===== src/rtl/i2c_target_regs.sv =====
// I2C target exposing a 4 x 8-bit register file, with a CPU local-bus port for preload and readback.
// Latency: SCL/SDA pass through a 2-flop sync plus history flop (3 sys clocks); d_out is valid 1 cycle after rd.
// Backpressure: none; SCL is never stretched, and the local bus always accepts accesses.
`timescale 1ns/1ps
module i2c_target_regs #(
  parameter logic [6:0] TARGET_ADDR = 7'h50
) (
  input  logic        sys_clk_i,
  input  logic        sys_rst_i,
  input  logic        scl_i,
  input  logic        sda_i,
  output logic        sda_oe_o,
  input  logic        cs,
  input  logic [3:0]  addr,
  input  logic        rd,
  input  logic        wr,
  input  logic [15:0] d_in,
  output logic [7:0]  d_out
);

  typedef enum logic [3:0] {
    IDLE, ADDR, ADDR_ACK, PTR, PTR_ACK, WDATA, WDATA_ACK, RDATA, RACK, WAIT
  } state_t;

  state_t      state, state_nxt;
  logic        scl_s1, scl_s2, scl_h, sda_s1, sda_s2, sda_h;
  logic [7:0]  regs [4];
  logic [6:0]  shreg;      // low 7 bits of the byte in flight (rx history or tx remainder)
  logic [2:0]  cnt;
  logic        byte_done;  // byte complete and ACK pending; in RACK: controller ACKed
  logic        rw;
  logic [1:0]  ptr;
  logic        wr_done, busy;
  logic        oe_nxt;
  logic        unused_hi;

  wire scl_rise = scl_s2 & ~scl_h;
  wire scl_fall = ~scl_s2 & scl_h;
  wire start    = scl_s2 & scl_h & sda_h & ~sda_s2;
  wire stop     = scl_s2 & scl_h & ~sda_h & sda_s2;
  wire [7:0] rx_byte = {shreg, sda_s2};
  wire match    = (rx_byte[7:1] == TARGET_ADDR);
  wire last_rise = scl_rise && (cnt == 3'd7);
  wire i2c_we   = (state == WDATA) && last_rise && !start && !stop;

  assign unused_hi = ^d_in[15:8];

  // Synchronize the bus lines and keep one history sample for edge detection
  always_ff @(posedge sys_clk_i or posedge sys_rst_i) begin
    if (sys_rst_i) begin
      {scl_s1, scl_s2, scl_h} <= 3'b111;
      {sda_s1, sda_s2, sda_h} <= 3'b111;
    end else begin
      {scl_s1, scl_s2, scl_h} <= {scl_i, scl_s1, scl_s2};
      {sda_s1, sda_s2, sda_h} <= {sda_i, sda_s1, sda_s2};
    end
  end

  // State register
  always_ff @(posedge sys_clk_i or posedge sys_rst_i) begin
    if (sys_rst_i) state <= IDLE;
    else           state <= state_nxt;
  end

  // Next state: START/STOP override everything, otherwise advance on SCL edges
  always_comb begin
    state_nxt = state;
    if (start)     state_nxt = ADDR;
    else if (stop) state_nxt = IDLE;
    else begin
      case (state)
        ADDR: begin
          if (last_rise && !match)          state_nxt = IDLE;
          else if (scl_fall && byte_done)   state_nxt = ADDR_ACK;
        end
        ADDR_ACK:  if (scl_fall) state_nxt = rw ? RDATA : PTR;
        PTR:       if (scl_fall && byte_done) state_nxt = PTR_ACK;
        PTR_ACK:   if (scl_fall) state_nxt = WDATA;
        WDATA:     if (scl_fall && byte_done) state_nxt = WDATA_ACK;
        WDATA_ACK: if (scl_fall) state_nxt = WDATA;
        RDATA:     if (scl_fall && cnt == 3'd7) state_nxt = RACK;
        RACK: begin
          if (scl_rise && sda_s2)           state_nxt = WAIT;
          else if (scl_fall && byte_done)   state_nxt = RDATA;
        end
        default: ;
      endcase
    end
  end

  // SDA drive: only moves on SCL fall, released by START/STOP and never held in IDLE/WAIT
  always_comb begin
    oe_nxt = sda_oe_o;
    if (start || stop) oe_nxt = 1'b0;
    else if (scl_fall) begin
      case (state)
        ADDR, PTR, WDATA:   if (byte_done) oe_nxt = 1'b1;
        ADDR_ACK:           oe_nxt = rw ? ~regs[ptr][7] : 1'b0;
        RDATA:              oe_nxt = (cnt == 3'd7) ? 1'b0 : ~shreg[6];
        RACK:               oe_nxt = byte_done ? ~regs[ptr][7] : 1'b0;
        default:            oe_nxt = 1'b0;
      endcase
    end
    if (state_nxt == IDLE || state_nxt == WAIT) oe_nxt = 1'b0;
  end

  // Bit shifting, pointer and bus-side status
  always_ff @(posedge sys_clk_i or posedge sys_rst_i) begin
    if (sys_rst_i) begin
      sda_oe_o  <= 1'b0;
      shreg     <= 7'h00;
      cnt       <= 3'd0;
      byte_done <= 1'b0;
      rw        <= 1'b0;
      ptr       <= 2'd0;
      busy      <= 1'b0;
    end else begin
      sda_oe_o <= oe_nxt;
      if (start) begin
        cnt       <= 3'd0;
        byte_done <= 1'b0;
      end else if (stop) begin
        cnt       <= 3'd0;
        byte_done <= 1'b0;
        busy      <= 1'b0;
      end else begin
        case (state)
          ADDR, PTR, WDATA: begin
            if (scl_rise) begin
              shreg <= rx_byte[6:0];
              cnt   <= cnt + 3'd1;
              if (cnt == 3'd7) begin
                // an unmatched address returns to IDLE, so no ACK is armed
                byte_done <= (state != ADDR) || match;
                if (state == ADDR)  rw  <= rx_byte[0];
                if (state == PTR)   ptr <= rx_byte[1:0];
                if (state == WDATA) ptr <= ptr + 2'd1;
              end
            end
            if (scl_fall && byte_done) begin
              byte_done <= 1'b0;
              if (state == ADDR) busy <= 1'b1;
            end
          end
          ADDR_ACK: begin
            if (scl_fall && rw) begin
              shreg <= regs[ptr][6:0];
              cnt   <= 3'd0;
            end
          end
          RDATA: begin
            if (scl_fall && cnt != 3'd7) begin
              cnt   <= cnt + 3'd1;
              shreg <= {shreg[5:0], 1'b0};
            end
          end
          RACK: begin
            if (scl_rise && !sda_s2) begin
              byte_done <= 1'b1;
              ptr       <= ptr + 2'd1;
            end
            if (scl_fall && byte_done) begin
              byte_done <= 1'b0;
              shreg     <= regs[ptr][6:0];
              cnt       <= 3'd0;
            end
          end
          default: ;
        endcase
      end
    end
  end

  // Register file and local bus; the I2C write is applied last so it wins a same-cycle collision
  always_ff @(posedge sys_clk_i or posedge sys_rst_i) begin
    if (sys_rst_i) begin
      for (int i = 0; i < 4; i++) regs[i] <= 8'h00;
      wr_done <= 1'b0;
      d_out   <= 8'h00;
    end else begin
      if (cs && wr && addr[3:2] == 2'b00) regs[addr[1:0]] <= d_in[7:0];
      if (i2c_we) regs[ptr] <= rx_byte;
      if (cs && wr && addr == 4'd4 && d_in[1]) wr_done <= 1'b0;
      if (i2c_we) wr_done <= 1'b1;
      if (cs && rd) begin
        if (addr[3:2] == 2'b00) d_out <= regs[addr[1:0]];
        else if (addr == 4'd4)  d_out <= {6'b0, wr_done, busy};
        else                    d_out <= 8'h00;
      end
    end
  end

endmodule


===== config.mk =====
export PLATFORM = sky130hd
export DESIGN_NAME = i2c_target_regs
export DESIGN_NICKNAME = d
export VERILOG_FILES = /design/src/rtl/i2c_target_regs.sv
export SDC_FILE = /design/constraint.sdc
export NUM_CORES = 1
export LEC_CHECK = 0
export ABC_CLOCK_PERIOD_IN_PS = 2050
export BUFFER_PORTS_ARGS = -buffer_cell sky130_fd_sc_hd__buf_2
export CAP_MARGIN = 5
export CELL_PAD_IN_SITES_DETAIL_PLACEMENT = 1
export CELL_PAD_IN_SITES_GLOBAL_PLACEMENT = 1
export CORE_ASPECT_RATIO = 0.5
export CORE_MARGIN = 4
export CORE_UTILIZATION = 43
export CTS_CLUSTER_SIZE = 12
export DETAILED_ROUTE_END_ITERATION = 10
export GPL_ROUTABILITY_DRIVEN = 0
export GPL_TIMING_DRIVEN = 0
export HOLD_SLACK_MARGIN = 0.06
export PLACE_DENSITY = 0.77
export RECOVER_POWER = 25
export SYNTH_ARGS = -nofsm -noshare
export SYNTH_HDL_FRONTEND = slang
export SYNTH_SLANG_ARGS = --single-unit

===== constraint.sdc =====
create_clock -name sys_clk_i -period 2.05 [get_ports sys_clk_i]
set_input_delay 0 -clock sys_clk_i [delete_from_list [all_inputs] [get_ports sys_clk_i]]
set_output_delay 0 -clock sys_clk_i [all_outputs]
set_load 0.1 [all_outputs]

==> run summary <==
Status = complete, but fails checks
Failing checks = max-capacitance violations
Fin util = 55.3%
Critical path arrival = 2.29 ns
Nets = 469
Grt ovf = 0
CP required = 2.33 ns
Slowest-stage cell, CP = mux4_2
Antenna violations before repair = 0
Clk sinks = 67
Fin crit share = 98.3%
CTS tree = built
VDD IR max = 0.529 mV
Die X = 144 um
Post-synthesis cell type count = 58
CP endpoint kind = register
Setup violations, final = 0
Crit Path Class = reg2reg
Final number of hold-violating endpoints = 0
H-tree levels = 3
Max cap viols = 1
CTS Buffer Depth = 2
Initial Util = 44.8%
HP Class = in2reg
Drt drc = 0
Via density = 6.23
Worst clock skew = 0.00741 ns
Crit-path most repeated cell = nor4_1
Warnings from Yosys = 0
Ports = 36
FF-to-FF Start = ptr[1]$_DFFE_PP0P_
Multi-input logic area = 2220 um2
Post-synth ARST share = 100%
Critical path fanouts, max = 10
Row count = 24
Vias = 3,477
Commonest non-fill, non-tap cell in the layout = dfrtp_1
Seq cells post-synth = 67
GRT Util Overall = 25.4%
CP cell instances = buf_6 -> mux4_2 -> nor4_1 -> nor4_1 -> nor3_1 -> o31a_1
Die footprint = 10,900 um2
Storage element area = 1680 um2
Layout cells sized above 1 = 26.1%
Power density cells = 1220 nW/um2
Fin worst setup slack = 0.0354 ns
Max incr delay on CP = 0.53 ns
Worst setup path startpoint = ptr[1]$_DFFE_PP0P_
Buf+Inv Stages, Crit Path = 1
Net Count, Synth = 414
Vias in the first global route = 3,667
Cell count after synthesis = 381
Mapped cell area = 3950 um2
Max transition margin = 1.39%
Clock-pin slew on the worst setup and hold paths = 0.06 ns
First-pass GRT wire length = 20,700 um
Pre-CTS setup slack = -0.553 ns
CTS root buffer = clkbuf_16
Slew Viols, Final = 0
Antenna Cells = 0
Post-DP HPWL = 8690 um
Antenna Violating Nets Remaining = 0
RSZ-0062 raised after global routing = true
Most frequent cells in the layout = 61 x dfrtp_1, 48 x nor2_1, 45 x a21oi_1, 40 x mux2i_1, 37 x buf_2
Seq/Total Area, Yosys = 42.6%
Worst-Skew Late Latency = 0.34 ns
Buffers on Ports = 27
Worst Hold Launch = d_in[1]
Fin Setup TNS = 0 ns
Pre-antenna DRT Iters = 5
Leak Pwr = 2.24 nW
Synth Flop Type = dfrtp_1
Top Family by Delay on Critical Path = simple AND/OR/NAND/NOR gates
Die height = 75.8 um
Worst slew pin tran = 1.48 ns
Largest net degree at the start of global routing = 38
Max Freq = 496 MHz
WL/cell = 22.9 um
CTS Buf Count = 9
DRT Wirelength = 12,800 um
Power Total = 0.00594 W
DRT iter0 DRCs = 296
Post-synth EDFFs = 0
Minimum clock period = 2.01 ns
Syn_area_per_cell = 10.4 um2
# fillers = 966
Crit start category = register
Core footprint = 8830 um2
Area Growth Syn to Fin = 23.5%
==> registers in the layout, indices dropped and copies added, names as in the netlist, 2 cells and up <==
name   flops
cnt        3
ptr        2
regs      32
shreg      7
d_out      8
state      4
==> worst reg2reg max path: cells and delay by family, from the launching register on <==
family | cells | cell delay, ns
simple gates | 3 | 0.66
mux | 1 | 0.53
flops | 1 | 0.41
buf+inv | 1 | 0.20
compound gates | 1 | 0.17
==> final cells by class <==
class / count / area share, %
multi-input combinational: 282 / 45.5
buffer: 21 / 2.56
clock buffer: 11 / 5.18
clock inverter: 5 / 1.74
sequential: 67 / 34.5
timing repair buffer: 47 / 6.90
tap: 117 / 3.00
inverter: 8 / 0.615
==> where the power goes <==
| group | internal [W] | total [W] | switching [W] |
|---|---|---|---|
| clock | 0.00113 | 0.00173 | 0.000597 |
| sequential | 0.00163 | 0.00201 | 0.000384 |
| combinational | 0.000896 | 0.00219 | 0.00130 |
==> worst paths after layout <==
path / endpoint / slack [ns] / cells past startpoint
worst max-delay path: sda_oe_o$_DFFE_PP0P_ / 0.04 / 6
worst min register to register: scl_s2$_DFF_PP1_ / 0.35 / 0
min in group asynchronous: state[0]$_DFF_PP0_ / 0.66 / 3
max in group asynchronous: ptr[1]$_DFFE_PP0P_ / 0.51 / 3
worst min-delay path: regs[25]$_DFF_PP0_ / 0.07 / 3
worst max register to register: sda_oe_o$_DFFE_PP0P_ / 0.04 / 6
==> cells in the mapped netlist (5+ instances only) <==
library cell / count / area share, %
a211oi_1: 5 / 0.95
a21oi_1: 46 / 5.8
a22o_1: 7 / 1.6
buf_2: 12 / 1.5
clkbuf_1: 7 / 0.67
dfrtp_1: 61 / 39
dfstp_2: 6 / 4.0
ha_1: 6 / 1.9
inv_1: 8 / 0.76
mux2i_1: 41 / 10
mux4_2: 16 / 9.1
nand2_1: 24 / 2.3
nand2b_1: 8 / 1.3
nand3_1: 9 / 1.1
nor2_1: 48 / 4.6
nor2b_1: 5 / 0.79
nor3_1: 11 / 1.4
==> routing by layer <==
| layer | wire length [um] | GRT usage, % |
|---|---|---|
| met4 | 302 | 10.2 |
| met3 | 636 | 5.58 |
| met1 | 5420 | 31.7 |
| met5 | 0 | 0 |
| met2 | 6400 | 44.0 |
==> repair_timing <==
item,in CTS,in global routing
hold buffers,12,0
setup buffers,6,0
cloned,0,1
resized for setup,18,17
endpoints found under the setup margin,34,32
pin swaps,4,3
hold endpoints to repair,59,0
==> stage by stage <==
stage / hold slack [ns] / instances / area, um2
floorplan: 0.00448 / 381 / 3950
global placement: 0.106 / 525 / 4230
detailed placement: 0.108 / 526 / 4250
CTS: 0.0647 / 560 / 4830
global route: 0.0697 / 558 / 4880
finish: 0.0706 / 558 / 4880
==> kinds of logic (layout without fill, tap and decap cells) <==
group                      Yosys count  count (layout)  synth area share [%]
muxes                               58              58                  19.8
AOI/OAI and AO/OA                   89              89                  14.4
adders and majority gates            6               6                  1.90
DFF                                 67              67                  42.6
xor gates and xnor gates             3               3                 0.665
and+or+nand+nor                    126             126                  16.7
buffers and inverters               32              92                  3.89
Note: power is estimated with default switching activity, not from simulation.
